--- config.mk ---
export PLATFORM = sky130hd
export DESIGN_NAME = lcd_bus_driver_flat
export DESIGN_NICKNAME = d
export VERILOG_FILES = /design/src/rtl/lcd_bus_driver_pkg.sv /design/src/rtl/lcd_bus_driver_if.sv /design/src/rtl/lcd_bus_driver_phase_timer.sv /design/src/rtl/lcd_bus_driver.sv /design/src/flat_wrapper.sv
export SDC_FILE = /design/constraint.sdc
export NUM_CORES = 1
export LEC_CHECK = 0
export CORE_MARGIN = 5
export CORE_UTILIZATION = 45
export DETAILED_ROUTE_END_ITERATION = 16
export PLACE_DENSITY = 0.8
export SYNTH_ARGS = -nofsm -noshare
export SYNTH_HDL_FRONTEND = slang
export SYNTH_SLANG_ARGS = --single-unit
--- constraint.sdc ---
create_clock -name clk -period 3.12 [get_ports clk]
set_clock_uncertainty 0.1 [all_clocks]
set_input_delay 0.624 -clock clk [delete_from_list [all_inputs] [get_ports clk]]
set_output_delay 0.624 -clock clk [all_outputs]
set_load 0.05 [all_outputs]
--- src/rtl/lcd_bus_driver_pkg.sv ---
// Shared definitions for the LCD bus driver and its sequencing FSM.
// Holds HD44780 command codes, default write-cycle timing and driver state encoding.
// Also provides the long-execution command classifier.
package lcd_pkg;

  // HD44780 command bytes used by the sequencing FSM
  localparam logic [7:0] CLEAR_DISPLAY  = 8'h01;
  localparam logic [7:0] HOME           = 8'h02;
  localparam logic [7:0] ENTRY_MODE_SET = 8'h06;
  localparam logic [7:0] DISPLAY_ON     = 8'h0C;
  localparam logic [7:0] CURSOR_LEFT    = 8'h10;
  localparam logic [7:0] CURSOR_RIGHT   = 8'h14;

  // Default write-cycle timing in clk cycles at 50 MHz
  localparam int DEF_SETUP_CYC     = 4;
  localparam int DEF_EN_HIGH_CYC   = 12;
  localparam int DEF_HOLD_CYC      = 2;
  localparam int DEF_EXEC_CYC      = 2000;
  localparam int DEF_LONG_EXEC_CYC = 82000;

  typedef enum logic [2:0] {
    ST_IDLE,
    ST_SETUP,
    ST_PULSE,
    ST_HOLD,
    ST_EXEC
  } drv_state_t;

  // Clear (0x01) and home (0x02/0x03) commands need the long controller wait
  function automatic logic needs_long_exec(input logic rs, input logic [7:0] data);
    return !rs && (data[7:2] == 6'd0) && (data[1:0] != 2'd0);
  endfunction

endpackage

--- src/rtl/lcd_bus_driver_if.sv ---
// Byte handshake between the sequencing FSM (master) and the bus driver (slave).
// A byte moves on a clock edge where in_valid and in_ready are both high.
// in_rs selects command (0) or character data (1).
interface lcd_bus_driver_if;
  logic       in_valid;
  logic       in_ready;
  logic       in_rs;
  logic [7:0] in_data;

  modport master (output in_valid, output in_rs, output in_data, input in_ready);
  modport slave  (input in_valid, input in_rs, input in_data, output in_ready);
endinterface

--- src/rtl/lcd_bus_driver_phase_timer.sv ---
// Loadable down-counter timing each write-cycle phase; zero flag marks the last cycle.
// Load takes effect on the next edge; counter then decrements to 0 and stays there.
// A phase of N cycles is timed by loading N-1.
module lcd_phase_timer #(
  parameter int WIDTH = 17
) (
  input  logic             clk,
  input  logic             reset,
  input  logic             load,
  input  logic [WIDTH-1:0] load_val,
  output logic             zero
);

  logic [WIDTH-1:0] cnt;

  // Load a new phase length or count the current one down to zero
  always_ff @(posedge clk or posedge reset) begin
    if (reset) begin
      cnt <= '0;
    end else if (load) begin
      cnt <= load_val;
    end else if (cnt != '0) begin
      cnt <= cnt - 1'b1;
    end
  end

  assign zero = (cnt == '0);

endmodule

--- src/rtl/lcd_bus_driver.sv ---
// HD44780 write-cycle driver: accepts a byte, strobes it onto the LCD pins, waits exec time.
// Accept-to-lcd_en-rise SETUP_CYC clocks; in_ready returns after setup+pulse+hold+exec.
// in_ready is low for the whole transfer; LCD_4BIT_EN selects the two-nibble 4-bit bus.
module lcd_bus_driver
  import lcd_pkg::*;
#(
  parameter int SETUP_CYC     = DEF_SETUP_CYC,
  parameter int EN_HIGH_CYC   = DEF_EN_HIGH_CYC,
  parameter int HOLD_CYC      = DEF_HOLD_CYC,
  parameter int EXEC_CYC      = DEF_EXEC_CYC,
  parameter int LONG_EXEC_CYC = DEF_LONG_EXEC_CYC
) (
  input  logic              clk,
  input  logic              reset,
  lcd_bus_driver_if.slave   up,
  output logic [7:0]        lcd_data,
  output logic              lcd_rs,
  output logic              lcd_rw,
  output logic              lcd_en,
  output logic              cmd_done
);

  localparam int CW = $clog2(LONG_EXEC_CYC + 1);
  localparam logic [CW-1:0] SETUP_LD = CW'(SETUP_CYC - 1);
  localparam logic [CW-1:0] EN_LD    = CW'(EN_HIGH_CYC - 1);
  localparam logic [CW-1:0] HOLD_LD  = CW'(HOLD_CYC - 1);
  localparam logic [CW-1:0] EXEC_LD  = CW'(EXEC_CYC - 1);
  localparam logic [CW-1:0] LONG_LD  = CW'(LONG_EXEC_CYC - 1);

  drv_state_t    state;
  logic          in_ready_q;
  logic          long_q;
  logic          accept;
  logic          tmr_load;
  logic [CW-1:0] tmr_val;
  logic          tmr_zero;
`ifdef LCD_4BIT_EN
  logic          nib_q;      // 0 while the high nibble is on the bus
  logic [3:0]    lo_nib_q;
`endif

  assign accept      = (state == ST_IDLE) && in_ready_q && up.in_valid;
  assign up.in_ready = in_ready_q;
  assign lcd_rw      = 1'b0;

  // Start the next phase's count on the edge that leaves the current phase
  always_comb begin
    tmr_load = 1'b0;
    tmr_val  = '0;
    case (state)
      ST_IDLE: begin
        if (accept) begin
          tmr_load = 1'b1;
          tmr_val  = SETUP_LD;
        end
      end
      ST_SETUP: begin
        if (tmr_zero) begin
          tmr_load = 1'b1;
          tmr_val  = EN_LD;
        end
      end
      ST_PULSE: begin
        if (tmr_zero) begin
          tmr_load = 1'b1;
          tmr_val  = HOLD_LD;
        end
      end
      ST_HOLD: begin
        if (tmr_zero) begin
          tmr_load = 1'b1;
`ifdef LCD_4BIT_EN
          if (!nib_q) tmr_val = SETUP_LD;
          else        tmr_val = long_q ? LONG_LD : EXEC_LD;
`else
          tmr_val  = long_q ? LONG_LD : EXEC_LD;
`endif
        end
      end
      default: ;
    endcase
  end

  lcd_phase_timer #(.WIDTH(CW)) u_timer (
    .clk      (clk),
    .reset    (reset),
    .load     (tmr_load),
    .load_val (tmr_val),
    .zero     (tmr_zero)
  );

  // Write-cycle sequencer; all pins and the handshake are registered here
  always_ff @(posedge clk or posedge reset) begin
    if (reset) begin
      state      <= ST_IDLE;
      in_ready_q <= 1'b0;
      lcd_data   <= 8'h00;
      lcd_rs     <= 1'b0;
      lcd_en     <= 1'b0;
      cmd_done   <= 1'b0;
      long_q     <= 1'b0;
`ifdef LCD_4BIT_EN
      nib_q      <= 1'b0;
      lo_nib_q   <= 4'h0;
`endif
    end else begin
      cmd_done <= 1'b0;
      case (state)
        ST_IDLE: begin
          if (accept) begin
            in_ready_q <= 1'b0;
            lcd_rs     <= up.in_rs;
            long_q     <= needs_long_exec(up.in_rs, up.in_data);
`ifdef LCD_4BIT_EN
            lcd_data   <= {up.in_data[7:4], 4'h0};
            lo_nib_q   <= up.in_data[3:0];
            nib_q      <= 1'b0;
`else
            lcd_data   <= up.in_data;
`endif
            state      <= ST_SETUP;
          end else begin
            in_ready_q <= 1'b1;
          end
        end
        ST_SETUP: begin
          if (tmr_zero) begin
            lcd_en <= 1'b1;
            state  <= ST_PULSE;
          end
        end
        ST_PULSE: begin
          if (tmr_zero) begin
            lcd_en <= 1'b0;
            state  <= ST_HOLD;
          end
        end
        ST_HOLD: begin
          if (tmr_zero) begin
`ifdef LCD_4BIT_EN
            if (!nib_q) begin
              nib_q    <= 1'b1;
              lcd_data <= {lo_nib_q, 4'h0};
              state    <= ST_SETUP;
            end else begin
              state    <= ST_EXEC;
            end
`else
            state <= ST_EXEC;
`endif
          end
        end
        ST_EXEC: begin
          if (tmr_zero) begin
            cmd_done   <= 1'b1;
            in_ready_q <= 1'b1;
            state      <= ST_IDLE;
          end
        end
        default: state <= ST_IDLE;
      endcase
    end
  end

endmodule
--- src/flat_wrapper.sv ---
// flat-port wrapper written by rule: the top's interface ports become plain ports
module lcd_bus_driver_flat import lcd_pkg::*;
#(
  parameter int SETUP_CYC     = DEF_SETUP_CYC,
  parameter int EN_HIGH_CYC   = DEF_EN_HIGH_CYC,
  parameter int HOLD_CYC      = DEF_HOLD_CYC,
  parameter int EXEC_CYC      = DEF_EXEC_CYC,
  parameter int LONG_EXEC_CYC = DEF_LONG_EXEC_CYC
)
  (clk, reset, lcd_data, lcd_rs, lcd_rw, lcd_en, cmd_done, up_in_valid, up_in_rs, up_in_data, up_in_ready);
  lcd_bus_driver_if up_i ();
  input  logic clk;
  input  logic reset;
  output logic [7:0] lcd_data;
  output logic lcd_rs;
  output logic lcd_rw;
  output logic lcd_en;
  output logic cmd_done;
  input wire logic [$bits(up_i.in_valid)-1:0] up_in_valid;
  input wire logic [$bits(up_i.in_rs)-1:0] up_in_rs;
  input wire logic [$bits(up_i.in_data)-1:0] up_in_data;
  output wire logic [$bits(up_i.in_ready)-1:0] up_in_ready;
  assign up_i.in_valid = up_in_valid;
  assign up_i.in_rs = up_in_rs;
  assign up_i.in_data = up_in_data;
  assign up_in_ready = up_i.in_ready;
  lcd_bus_driver #(.SETUP_CYC(SETUP_CYC), .EN_HIGH_CYC(EN_HIGH_CYC), .HOLD_CYC(HOLD_CYC), .EXEC_CYC(EXEC_CYC), .LONG_EXEC_CYC(LONG_EXEC_CYC)) u_core (.clk(clk), .reset(reset), .up(up_i), .lcd_data(lcd_data), .lcd_rs(lcd_rs), .lcd_rw(lcd_rw), .lcd_en(lcd_en), .cmd_done(cmd_done));
endmodule
==> flow_summary_export.csv <==
group,metric,value,unit
power,sequentialPowerShare,0.419,
grt,use_met1,0.195,
finish,antenna_cells,0,
grt,grt_overflow,0,
sta,fin_setup_tns,0,ns
die,design.core.area,3420,µm²
worst_setup_path,worstSetupStartpointType,"register",
place,numPortBuffers,23,
grt,met3_usage,0.0617,
power,switching_share,0.445,
place,dp_hpwl,2500,µm
synthesis,synth_simple_gate_area_frac,0.236,
die,die_h,70.0,µm
place,dpl_cell_area,1900,µm²
die,ioPinCount,25,
die,start_util,0.475,
synthesis,synthTopCellsByArea,"dfrtp_1 51%, nand2_1 7.9%, a21oi_1 3.7%",
min_path,min_path_type,"reg2reg",
synthesis,synth-adder-area-share,0.0154,
clock_tree,post_cts_resized,0,
clock_tree,clock_sinks,33,
finish,final_common_cell,"nand2_1",
clock_tree,clk_latency,0.34,ns
grt,grt_usage,0.152,
sta,max_freq,0.383,GHz
worst_setup_path,cp_max_fo,13,
clock_tree,cts_tree,"built",
synthesis,synthXorXnorAreaFrac,0.0432,
run_status,status,"finished, final reports clean",
place,place_congestion,0.890,
synthesis,syn_area_per_cell,9.43,µm²
clock_tree,cts_buffers,5,
clock_tree,clkTransAtPathRegs,0.11,ns
sta,hold_viol,0,
routing,antenna_left,0,
grt,grt_pass1_wl,6000,µm
job,maxCapViolCount,0,
sta,rsz0062_at_grt,"false",
synthesis,synth_compound_area_frac,0.150,
synthesis,synth_top_family_by_area,"simple AND/OR/NAND/NOR gates",
synthesis,synth_top_area_frac,0.509,
routing,drt_wl_total,3510,µm
die,die_area,4900,µm²
sta,worstMarginPinSlew,0.680,ns
die,die_w,70.0,µm
finish,drive_gt1_frac,0.0812,
clock_tree,root_buffer,"clkbuf_4",
worst_setup_path,critPathKind,"reg2reg",
finish,area_growth,21.0,%
synthesis,yosys_warnings,0,
finish,final_cell_mix,"34 x nand2_1, 33 x dfrtp_1, 23 x clkdlybuf4s50_1",
routing,first_pass_iters,4,
grt,grt_max_degree,34,
sta,setup_viol,0,
grt,first_global_vias,1337,
clock_tree,htree_levels,2,
power,cellPowerDensity,951,nW/µm²
synthesis,syn_area,1620,µm²
synthesis,ys_ff_latch,33,
power,p_switching,0.830,mW
routing,vias,1368,
synthesis,async_flop_share,1.00,
finish,fin_util,0.574,
routing,drtIter0Drc,93,
finish,layout.nets,211,
grt,grt_util_met2,0.227,
synthesis,synthDistinctLibCells,38,
synthesis,yosys-mux-area-fraction,0.00617,
sta,slew_viol_final,0,
grt,busiest_layer,"met2",
power,p_leak,0.857,nW
routing,routed_via_density,5.63,
sta,max_slew_margin,0.543,
sta,finalCritPeriodShare,0.837,
synthesis,syn_inst,172,
grt,antenna_found_initial,0,
worst_setup_path,arrival,2.76,ns
power,clkPwrFrac,0.137,
routing,wire_per_inst,14.5,µm
routing,drt_drc_violations_left,0,
power,p_int,1.04,mW
power,ir_drop,0.558,mV
clock_tree,cts.path.max_buffers,2,
synthesis,ys_seq_area_frac,0.509,
worst_setup_path,end_kind,"register",
die,rows,21,
worst_setup_path,required,3.27,ns
sta,min_period,2.61,ns
finish,final_area,1960,µm²
power,p_comb_frac,0.444,
synthesis,synth_top_area_cell,"dfrtp_1",
clock_tree,cts_hold_buf,0,
synthesis,synth_nets,186,
synthesis,synth_flop_cell,"dfrtp_1",
clock_tree,cts_setup_buffers,0,
synthesis,synth_edf_count,0,
Yosys cell counts, drive strengths merged, types with 6 or more instances:
library cell,count
o31ai,6
or3,6
a21oi,12
nor2,6
nand2,34
inv,7
clkbuf,7
nor4,6
o22ai,6
o21ai,6
xnor2,6
dfrtp,33
per-stage QoR:
stage	power, mW	std cells	hold WS (ns)	setup slack [ns]
floorplan	1.35	172	0.387	0.895
global placement	1.59	236	0.357	0.668
detailed placement	1.61	236	0.362	0.617
CTS	1.86	243	0.387	0.562
global route	1.99	243	0.417	0.255
finish	1.87	243	0.382	0.510
power groups by stage:
stage	clock, mW	combinational (mW)	sequential (mW)
3_3_place_gp	0	0.808	0.779
4_1_cts	0.257	0.831	0.777
3_5_place_dp	0	0.822	0.785
2_1_floorplan	0	0.389	0.963
6_report	0.256	0.828	0.782
5_1_grt	0.277	0.903	0.807
registers in the layout (all words and copies together), names as in the netlist:
register,count
u_core.long_q,1
u_core.lcd_rs,1
u_core.cmd_done,1
u_core.state,3
u_core.lcd_en,1
u_core.u_timer.cnt,17
u_core.up.in_ready,1
u_core.lcd_data,8
logic make-up (layout without fill, tap and decap cells):
kind of cell,after synthesis,after routing
XOR/XNOR,8,8
other,1,1
multiplexers,1,1
AO/OA/AOI/OAI,38,38
buffers and inverters,15,40
flip-flops,33,33
AND/OR/NAND/NOR,74,74
adder cells (fa/ha/maj),2,2
worst max-delay path: stages (launching register included):
cell and delay (ns):
dfrtp_1 0.44, inv_1 0.11, ha_1 0.15, nor4b_1 0.51
and4_1 0.58, nand3_1 0.36, o22ai_1 0.27
final timing paths:
kind,slack [ns],from,to,cells after the start
setup / recovery,0.51,u_core.u_timer.cnt[0]$_DFFE_PP0P_,u_core.u_timer.cnt[16]$_DFFE_PP0P_,6
hold / removal,0.38,u_core.lcd_data[1]$_DFFE_PP0P_,u_core.lcd_data[1]$_DFFE_PP0P_,2
setup reg to reg,0.51,u_core.u_timer.cnt[0]$_DFFE_PP0P_,u_core.u_timer.cnt[16]$_DFFE_PP0P_,6
hold reg to reg,0.38,u_core.lcd_data[1]$_DFFE_PP0P_,u_core.lcd_data[1]$_DFFE_PP0P_,2
max in group asynchronous,2.05,reset,u_core.u_timer.cnt[10]$_DFFE_PP0P_,3
min in group asynchronous,0.56,reset,u_core.u_timer.cnt[2]$_DFFE_PP0P_,3
per-layer routing:
layer  share of wire  wire length, µm  vias up
li1                -                -      667
met1            0.46             1620      648
met2            0.45             1570       45
met3           0.072              252        8
met4           0.020               70        0
met5               0                0        -
cell type report:
| type | instances | area [µm²] |
|---|---|---|
| well taps | 46 | 57.6 |
| multi-input cells | 124 | 741 |
| inverters | 7 | 26.3 |
| clock inverters | 1 | 7.51 |
| flip-flops and latches | 33 | 826 |
| repair buffers | 26 | 253 |
| clock buffers | 6 | 51.3 |
| fillers | 296 | 1450 |
Note: power is estimated with default switching activity, not from simulation.
